$ cat config.mk
export PLATFORM = sky130hd
export DESIGN_NAME = sram_req_arbiter
export DESIGN_NICKNAME = d
export VERILOG_FILES = /design/src/rtl/sram_req_arbiter.sv
export SDC_FILE = /design/constraint.sdc
export NUM_CORES = 1
export LEC_CHECK = 0
export BUFFER_PORTS_ARGS = -buffer_cell sky130_fd_sc_hd__buf_2
export CAP_MARGIN = 20
export CORE_AREA = 2 2 125 127
export CTS_BUF_LIST = sky130_fd_sc_hd__clkbuf_8 sky130_fd_sc_hd__clkbuf_16
export DETAILED_ROUTE_END_ITERATION = 12
export DIE_AREA = 0 0 127 129
export PLACE_DENSITY = 0.49
export RECOVER_POWER = 100
export SLEW_MARGIN = 25
export SYNTH_ARGS = -nofsm -noshare
export SYNTH_HDL_FRONTEND = slang
export SYNTH_SLANG_ARGS = --single-unit
$ cat constraint.sdc
create_clock -name clk -period 5.5 [get_ports clk]
set_input_delay 0.825 -clock clk [delete_from_list [all_inputs] [get_ports clk]]
set_output_delay 0.825 -clock clk [all_outputs]
set_load 0.01 [all_outputs]
$ cat src/rtl/sram_req_arbiter.sv
// ============================================================================
// Module   : sram_req_arbiter
// Brief    : Shares one SRAM-like port between inst and data requesters and
//            steers returns back through an in-order owner FIFO.
//            Define SRAM_ARB_RR_EN for round-robin grant (default: data wins).
// Revision : 1.0 - initial release
// ============================================================================
`default_nettype none

module sram_req_arbiter #(
   parameter int OT_DEPTH = 4
) (
   input  logic        clk,
   input  logic        reset,
   input  logic        inst_sram_req,
   input  logic        inst_sram_wr,
   input  logic [1:0]  inst_sram_size,
   input  logic [31:0] inst_sram_addr,
   input  logic [3:0]  inst_sram_wstrb,
   input  logic [31:0] inst_sram_wdata,
   output logic        inst_sram_addr_ok,
   output logic        inst_sram_data_ok,
   output logic [31:0] inst_sram_rdata,
   input  logic        data_sram_req,
   input  logic        data_sram_wr,
   input  logic [1:0]  data_sram_size,
   input  logic [31:0] data_sram_addr,
   input  logic [3:0]  data_sram_wstrb,
   input  logic [31:0] data_sram_wdata,
   output logic        data_sram_addr_ok,
   output logic        data_sram_data_ok,
   output logic [31:0] data_sram_rdata,
   output logic        mem_sram_req,
   output logic        mem_sram_wr,
   output logic [1:0]  mem_sram_size,
   output logic [31:0] mem_sram_addr,
   output logic [3:0]  mem_sram_wstrb,
   output logic [31:0] mem_sram_wdata,
   input  logic        mem_sram_addr_ok,
   input  logic        mem_sram_data_ok,
   input  logic [31:0] mem_sram_rdata
);

   localparam int PTR_W = $clog2(OT_DEPTH);
   localparam int CNT_W = PTR_W + 1;
   localparam logic [CNT_W-1:0] C_FULL_CNT = CNT_W'(OT_DEPTH);

   logic                r_lock_vld;
   logic                r_lock_sel;
   logic [OT_DEPTH-1:0] r_owner;
   logic [PTR_W-1:0]    r_wr_ptr;
   logic [PTR_W-1:0]    r_rd_ptr;
   logic [CNT_W-1:0]    r_count;
   logic                r_full;
`ifdef SRAM_ARB_RR_EN
   logic                r_rr_ptr;
`endif

   logic                w_sel;      // 1 = data port granted
   logic                w_req;
   logic                w_push;
   logic                w_pop;
   logic                w_head;
   logic [CNT_W-1:0]    w_cnt_nxt;

   always_comb begin
      w_sel = 1'b0;
      if (r_lock_vld)
         w_sel = r_lock_sel;
`ifdef SRAM_ARB_RR_EN
      else if (inst_sram_req && data_sram_req)
         w_sel = r_rr_ptr;
`endif
      else
         w_sel = data_sram_req;
   end

   always_comb begin
      w_req          = w_sel ? data_sram_req   : inst_sram_req;
      mem_sram_wr    = w_sel ? data_sram_wr    : inst_sram_wr;
      mem_sram_size  = w_sel ? data_sram_size  : inst_sram_size;
      mem_sram_addr  = w_sel ? data_sram_addr  : inst_sram_addr;
      mem_sram_wstrb = w_sel ? data_sram_wstrb : inst_sram_wstrb;
      mem_sram_wdata = w_sel ? data_sram_wdata : inst_sram_wdata;
   end

   // full is a registered flag, so a pop never enables a push in the same cycle
   assign mem_sram_req      = w_req & ~r_full & ~reset;
   assign w_push            = mem_sram_req & mem_sram_addr_ok;
   assign inst_sram_addr_ok = w_push & ~w_sel;
   assign data_sram_addr_ok = w_push &  w_sel;

   assign w_head            = r_owner[r_rd_ptr];
   assign w_pop             = mem_sram_data_ok & (r_count != '0) & ~reset;
   assign inst_sram_data_ok = w_pop & ~w_head;
   assign data_sram_data_ok = w_pop &  w_head;
   assign inst_sram_rdata   = mem_sram_rdata;
   assign data_sram_rdata   = mem_sram_rdata;

   assign w_cnt_nxt = r_count + CNT_W'(w_push) - CNT_W'(w_pop);

   always_ff @(posedge clk) begin
      if (reset) begin
         r_lock_vld <= 1'b0;
         r_lock_sel <= 1'b0;
         r_wr_ptr   <= '0;
         r_rd_ptr   <= '0;
         r_count    <= '0;
         r_full     <= 1'b0;
      end else begin
         // holds the grant while the downstream stalls a presented request
         r_lock_vld <= mem_sram_req & ~mem_sram_addr_ok;
         r_lock_sel <= w_sel;
         if (w_push) begin
            r_owner[r_wr_ptr] <= w_sel;
            r_wr_ptr          <= r_wr_ptr + PTR_W'(1);
         end
         if (w_pop)
            r_rd_ptr <= r_rd_ptr + PTR_W'(1);
         r_count <= w_cnt_nxt;
         r_full  <= (w_cnt_nxt == C_FULL_CNT);
      end
   end

`ifdef SRAM_ARB_RR_EN
   always_ff @(posedge clk) begin
      if (reset)
         r_rr_ptr <= 1'b0;
      else if (w_push)
         r_rr_ptr <= ~w_sel;
   end
`endif

endmodule

`default_nettype wire

**Word-level counts from Yosys, hierarchy flattened**

Index checks and enable logic that the tools add are counted.

- Flip-flop bits (word level): 14
- Bits of input ports: 180
- Output and inout bits: 140
- Word-level logic and storage cells: 45

- $add $sub $neg: 4
- Magnitude comparators: 3
- Equality and inequality tests: 1
- Multiplexer cells: 12
- Bitwise gates (word level): 15
- Reduce and logical (&&, ||, !) cells: 3

Operators by type and width:

| cell | count |
|---|---|
| 32-bit two-way mux | 2 |
| 1-bit AND | 10 |
| 2-bit by 3-bit less-than comparator with 1-bit output (second input constant) | 2 |
| 1-bit two-way mux | 5 |
| 1-bit NOT | 5 |
| 2-bit by 1-bit adder with 2-bit output (second input constant) | 2 |
| 4-bit bitwise mux | 1 |
| 4-bit two-way mux | 1 |
| 3-bit by 1-bit adder with 3-bit output | 1 |
| 3-bit == test (second input constant) | 1 |
| 3-bit nonzero test | 1 |
| 3-bit by 1-bit subtractor with 3-bit output | 1 |
| 1-bit binary-select mux with 2-bit select | 1 |
| 1-bit demux with 2-bit select | 1 |
| 2-bit by 1-bit >= comparator with 1-bit output (second input constant) | 1 |
| 2-bit two-way mux | 1 |
| 2-bit AND reduction | 1 |
| 1-bit logical AND | 1 |

**Logic depth before layout (Yosys ltp)**

- Depth after elaboration: 8
- Depth in mapped cells: 9

**Worst setup path after synthesis**

Ideal clock, no wire load.

- Path type: input -> register
- From: input inst_sram_req
- To: register r_full
- Arrival time: 2.608 ns
- Setup slack: 2.796 ns
- Cell stages on the path: 9
- Path through: a21boi_0 -> o2111ai_4 -> ha_1 -> inv_1 -> ha_1 -> inv_1 -> fa_1 -> xnor2_1 -> nor4b_1

- Word-level cells in the longest chain between the ends: 7

RTL lines:

| item | RTL line | text |
|---|---|---|
| start: declaration | 15 | `input logic inst_sram_req,` |
| 1-bit two-way mux | 79 | `w_req = w_sel ? data_sram_req : inst_sram_req;` |
| 1-bit AND (2 in series) | 88 | `assign mem_sram_req = w_req & ~r_full & ~reset;` |
| 1-bit AND | 89 | `assign w_push = mem_sram_req & mem_sram_addr_ok;` |
| 3-bit by 1-bit adder with 3-bit output | 100 | `assign w_cnt_nxt = r_count + CNT_W'(w_push) - CNT_W'(w_pop);` |
| 3-bit by 1-bit subtractor with 3-bit output | 100 |  |
| 3-bit == test | 121 | `r_full <= (w_cnt_nxt == C_FULL_CNT);` |
| end signal: assignment | 121 |  |
| end: declaration | 54 | `logic r_full;` |

No other way between the ends.
A chain may end at the register's enable or synchronous reset.

**Worst setup path in the final report**

- From: input data_sram_req
- To: output mem_sram_wdata[7]

- Word-level cells in the longest chain between the ends: 2

RTL lines:

| item | RTL line | text |
|---|---|---|
| start: declaration | 24 | `input logic data_sram_req,` |
| 1-bit two-way mux | 68 | `if (r_lock_vld)` |
| 32-bit two-way mux | 84 | `mem_sram_wdata = w_sel ? data_sram_wdata : inst_sram_wdata;` |
| end: declaration | 38 | `output logic [31:0] mem_sram_wdata,` |

No other way between the ends.

==> impl_metrics.yaml <==
worst_setup_path:
  max_stage_delay_ns: 1.51
  crit_type: "in2out"
  cp_slowest_cell: "mux2i_1"
  cp-end-kind: "primary output"
  arrival_ns: 3.41
  r2r_start: "r_lock_vld"
  worstPathMaxFanout: 54
  cp-start-kind: "input port"
  crit_start: "data_sram_req"
  path_cells: "clkbuf_1 > mux2i_1 > buf_12 > mux2_1 > buf_2"
  worst_ep_required_time_ns: 4.68
  r2r.worst_path.cells: 2
synth:
  synth_area_leaders: "mux2_2, buf_4, dfxtp_1"
  syn-cell-area_um2: 2060
  synth-seq-area-share_pct: 15.5
  ys.warnings.count: 0
  yosysUniqueCellTypes: 28
  syn-num-nets: 401
  synth.ff_latch_count: 14
  synth_top_cell_area_share_pct: 38.8
  synth_largest_area_cell: "mux2_2"
  synth.avg_cell_area_um2: 9.63
  synth_cells: 214
cts:
  cts.path.max_buffers: 2
  clk_pin_slew_ns: 0.05
  clkSinkCount: 14
  cts_setup_buffers: 0
  cts-root-buf: "clkbuf_16"
  cts-buffers-inserted: 3
  cts_tree: "built"
  clock_latency_ns: 0.24
  holdBufCountCts: 0
  htree_levels: 1
  cts_resized: 0
detailed_routing:
  wl_per_cell_um: 13.9
  drt-pass1-iter-count: 4
  drt_iter0_drc: 66
  routed_wl_mm: 7.73
  vias_per_cell: 3.67
  num_vias: 2042
  drc: 0
  ant_nets: 0
timing:
  fmax_ghz: 0.236
  setup_tns_ns: 0
  period_share_pct: 77.0
  finalCriticalPeriod_ns: 4.23
  grt_setup_unrepaired: "false"
  maxSlewHeadroom_pct: -45.0
  fin_hold_ws_ns: 0.474
  setup_ws_ns: 1.27
  hold_viol: 0
  setup_viol: 0
  report.final.slew_viol_count: 21
  worst-slew-pin-transition_ns: 2.11
  clock-skew-final_ns: 0.000893
global_routing:
  grt_pass1_wl_mm: 9.77
  grt_pass1_vias: 1894
  overflow: 0
  grt_use_total_pct: 7.73
  grt_max_degree: 55
  antenna_found_initial: 0
floorplanning:
  die-area_um2: 16400
  start_util_pct: 13.8
  die-width_um: 127
  rows: 45
  ios: 320
  coreArea_um2: 15000
  die_h_um: 129
final_layout:
  n_antenna_cell: 0
  final_common_cell: "buf_2"
  final_cell_mix: "buf_2, clkbuf_1, mux2_2"
  drive_above_1_share_pct: 60.7
  syn_to_final_growth_pct: 39.5
  finalInstanceArea_um2: 2880
  nets: 557
pwr:
  ir_worst_vdd_v: 0.0000943
  powerDensity_nw_per_um2: 218
  power.leakage_nw: 1.33
  p_total_mw: 0.627
placed_design:
  io_buffers: 223
  post_dp_cell_area_um2: 2910
  dp_hpwl_mm: 6.88
  dp_slack_ns: 2.08
  place.gp.congestion: 0.725
run:
  drv_cap: 1
outcome:
  violations: "max-capacitance violations, max-slew violations"
  status: "finished with violations"
hold_path:
  hold_start: "r_rd_ptr[1]"
  min_path_type: "reg2reg"
  hold_depth: 1
-- synthesized netlist by cell type (all sizes together) --
master	instances
a21boi	1
a21oi	1
and3	1
buf	72
clkbuf	1
dfxtp	10
edfxtp	4
fa	1
ha	6
inv	9
mux2	72
mux2i	3
mux4	1
nand2	1
nand2b	3
nand3	1
nor2	14
nor2b	2
nor3	3
nor4b	1
o2111ai	1
o21ai	1
or3	2
or3b	1
xnor2	1
xor2	1
-- power breakdown --
part	internal (mW)	total, mW	switching (mW)
clock network	0.110	0.151	0.0411
registers	0.126	0.142	0.0156
logic	0.168	0.333	0.165
-- through the flow --
stage                     std cells  util, %
final                           557     19.2
after global routing            557     19.2
after CTS                       557     20.0
after detailed placement        553     19.4
after global placement          553     19.4
after floorplan                 214        -
-- state kept, by name, indices dropped and copies added, names as in the netlist --
signal      flops
r_owner         4
r_count         3
r_rd_ptr        2
r_wr_ptr        2
r_full          1
r_lock_sel      1
r_lock_vld      1
-- critical path: cells and delay by family --
family   cells  cell delay (ns)
buf+inv      3             0.62
mux          2             1.92
-- cell families after synthesis --
family | count (synthesis) | share of synthesized area [%]
buffers and inverters | 82 | 27.8
AOI/OAI and AO/OA | 4 | 2.12
DFF | 14 | 15.5
adders and majority gates | 7 | 4.61
muxes | 76 | 42.1
and+or+nand+nor | 29 | 6.98
xor gates and xnor gates | 2 | 0.850
-- path summary, 6_finish.rpt --
path	endpoint	slack, ns
hold / removal	r_rd_ptr[1]	0.47
setup reg to reg	r_owner[3]	2.81
hold reg to reg	r_rd_ptr[1]	0.47
setup / recovery	mem_sram_wdata[7]	1.27
-- per-layer routing --
| metal | routed length, µm | track usage (%) | vias up |
|---|---|---|---|
| met5 | 0 | 0 | - |
| li1 | - | - | 971 |
| met2 | 3800 | 13.4 | 130 |
| met3 | 712 | 1.29 | 28 |
| met4 | 223 | 3.04 | 0 |
| met1 | 2990 | 9.58 | 913 |
-- final cells by class --
class / instances / area (µm²)
fill: 1705 / 12100
multi-input combinational: 118 / 1150
timing repair buffer: 224 / 1050
sequential: 14 / 320
tap: 188 / 235
clock buffer: 4 / 88.8
inverter: 9 / 33.8
No activity file was read; power rests on OpenSTA's default activity.
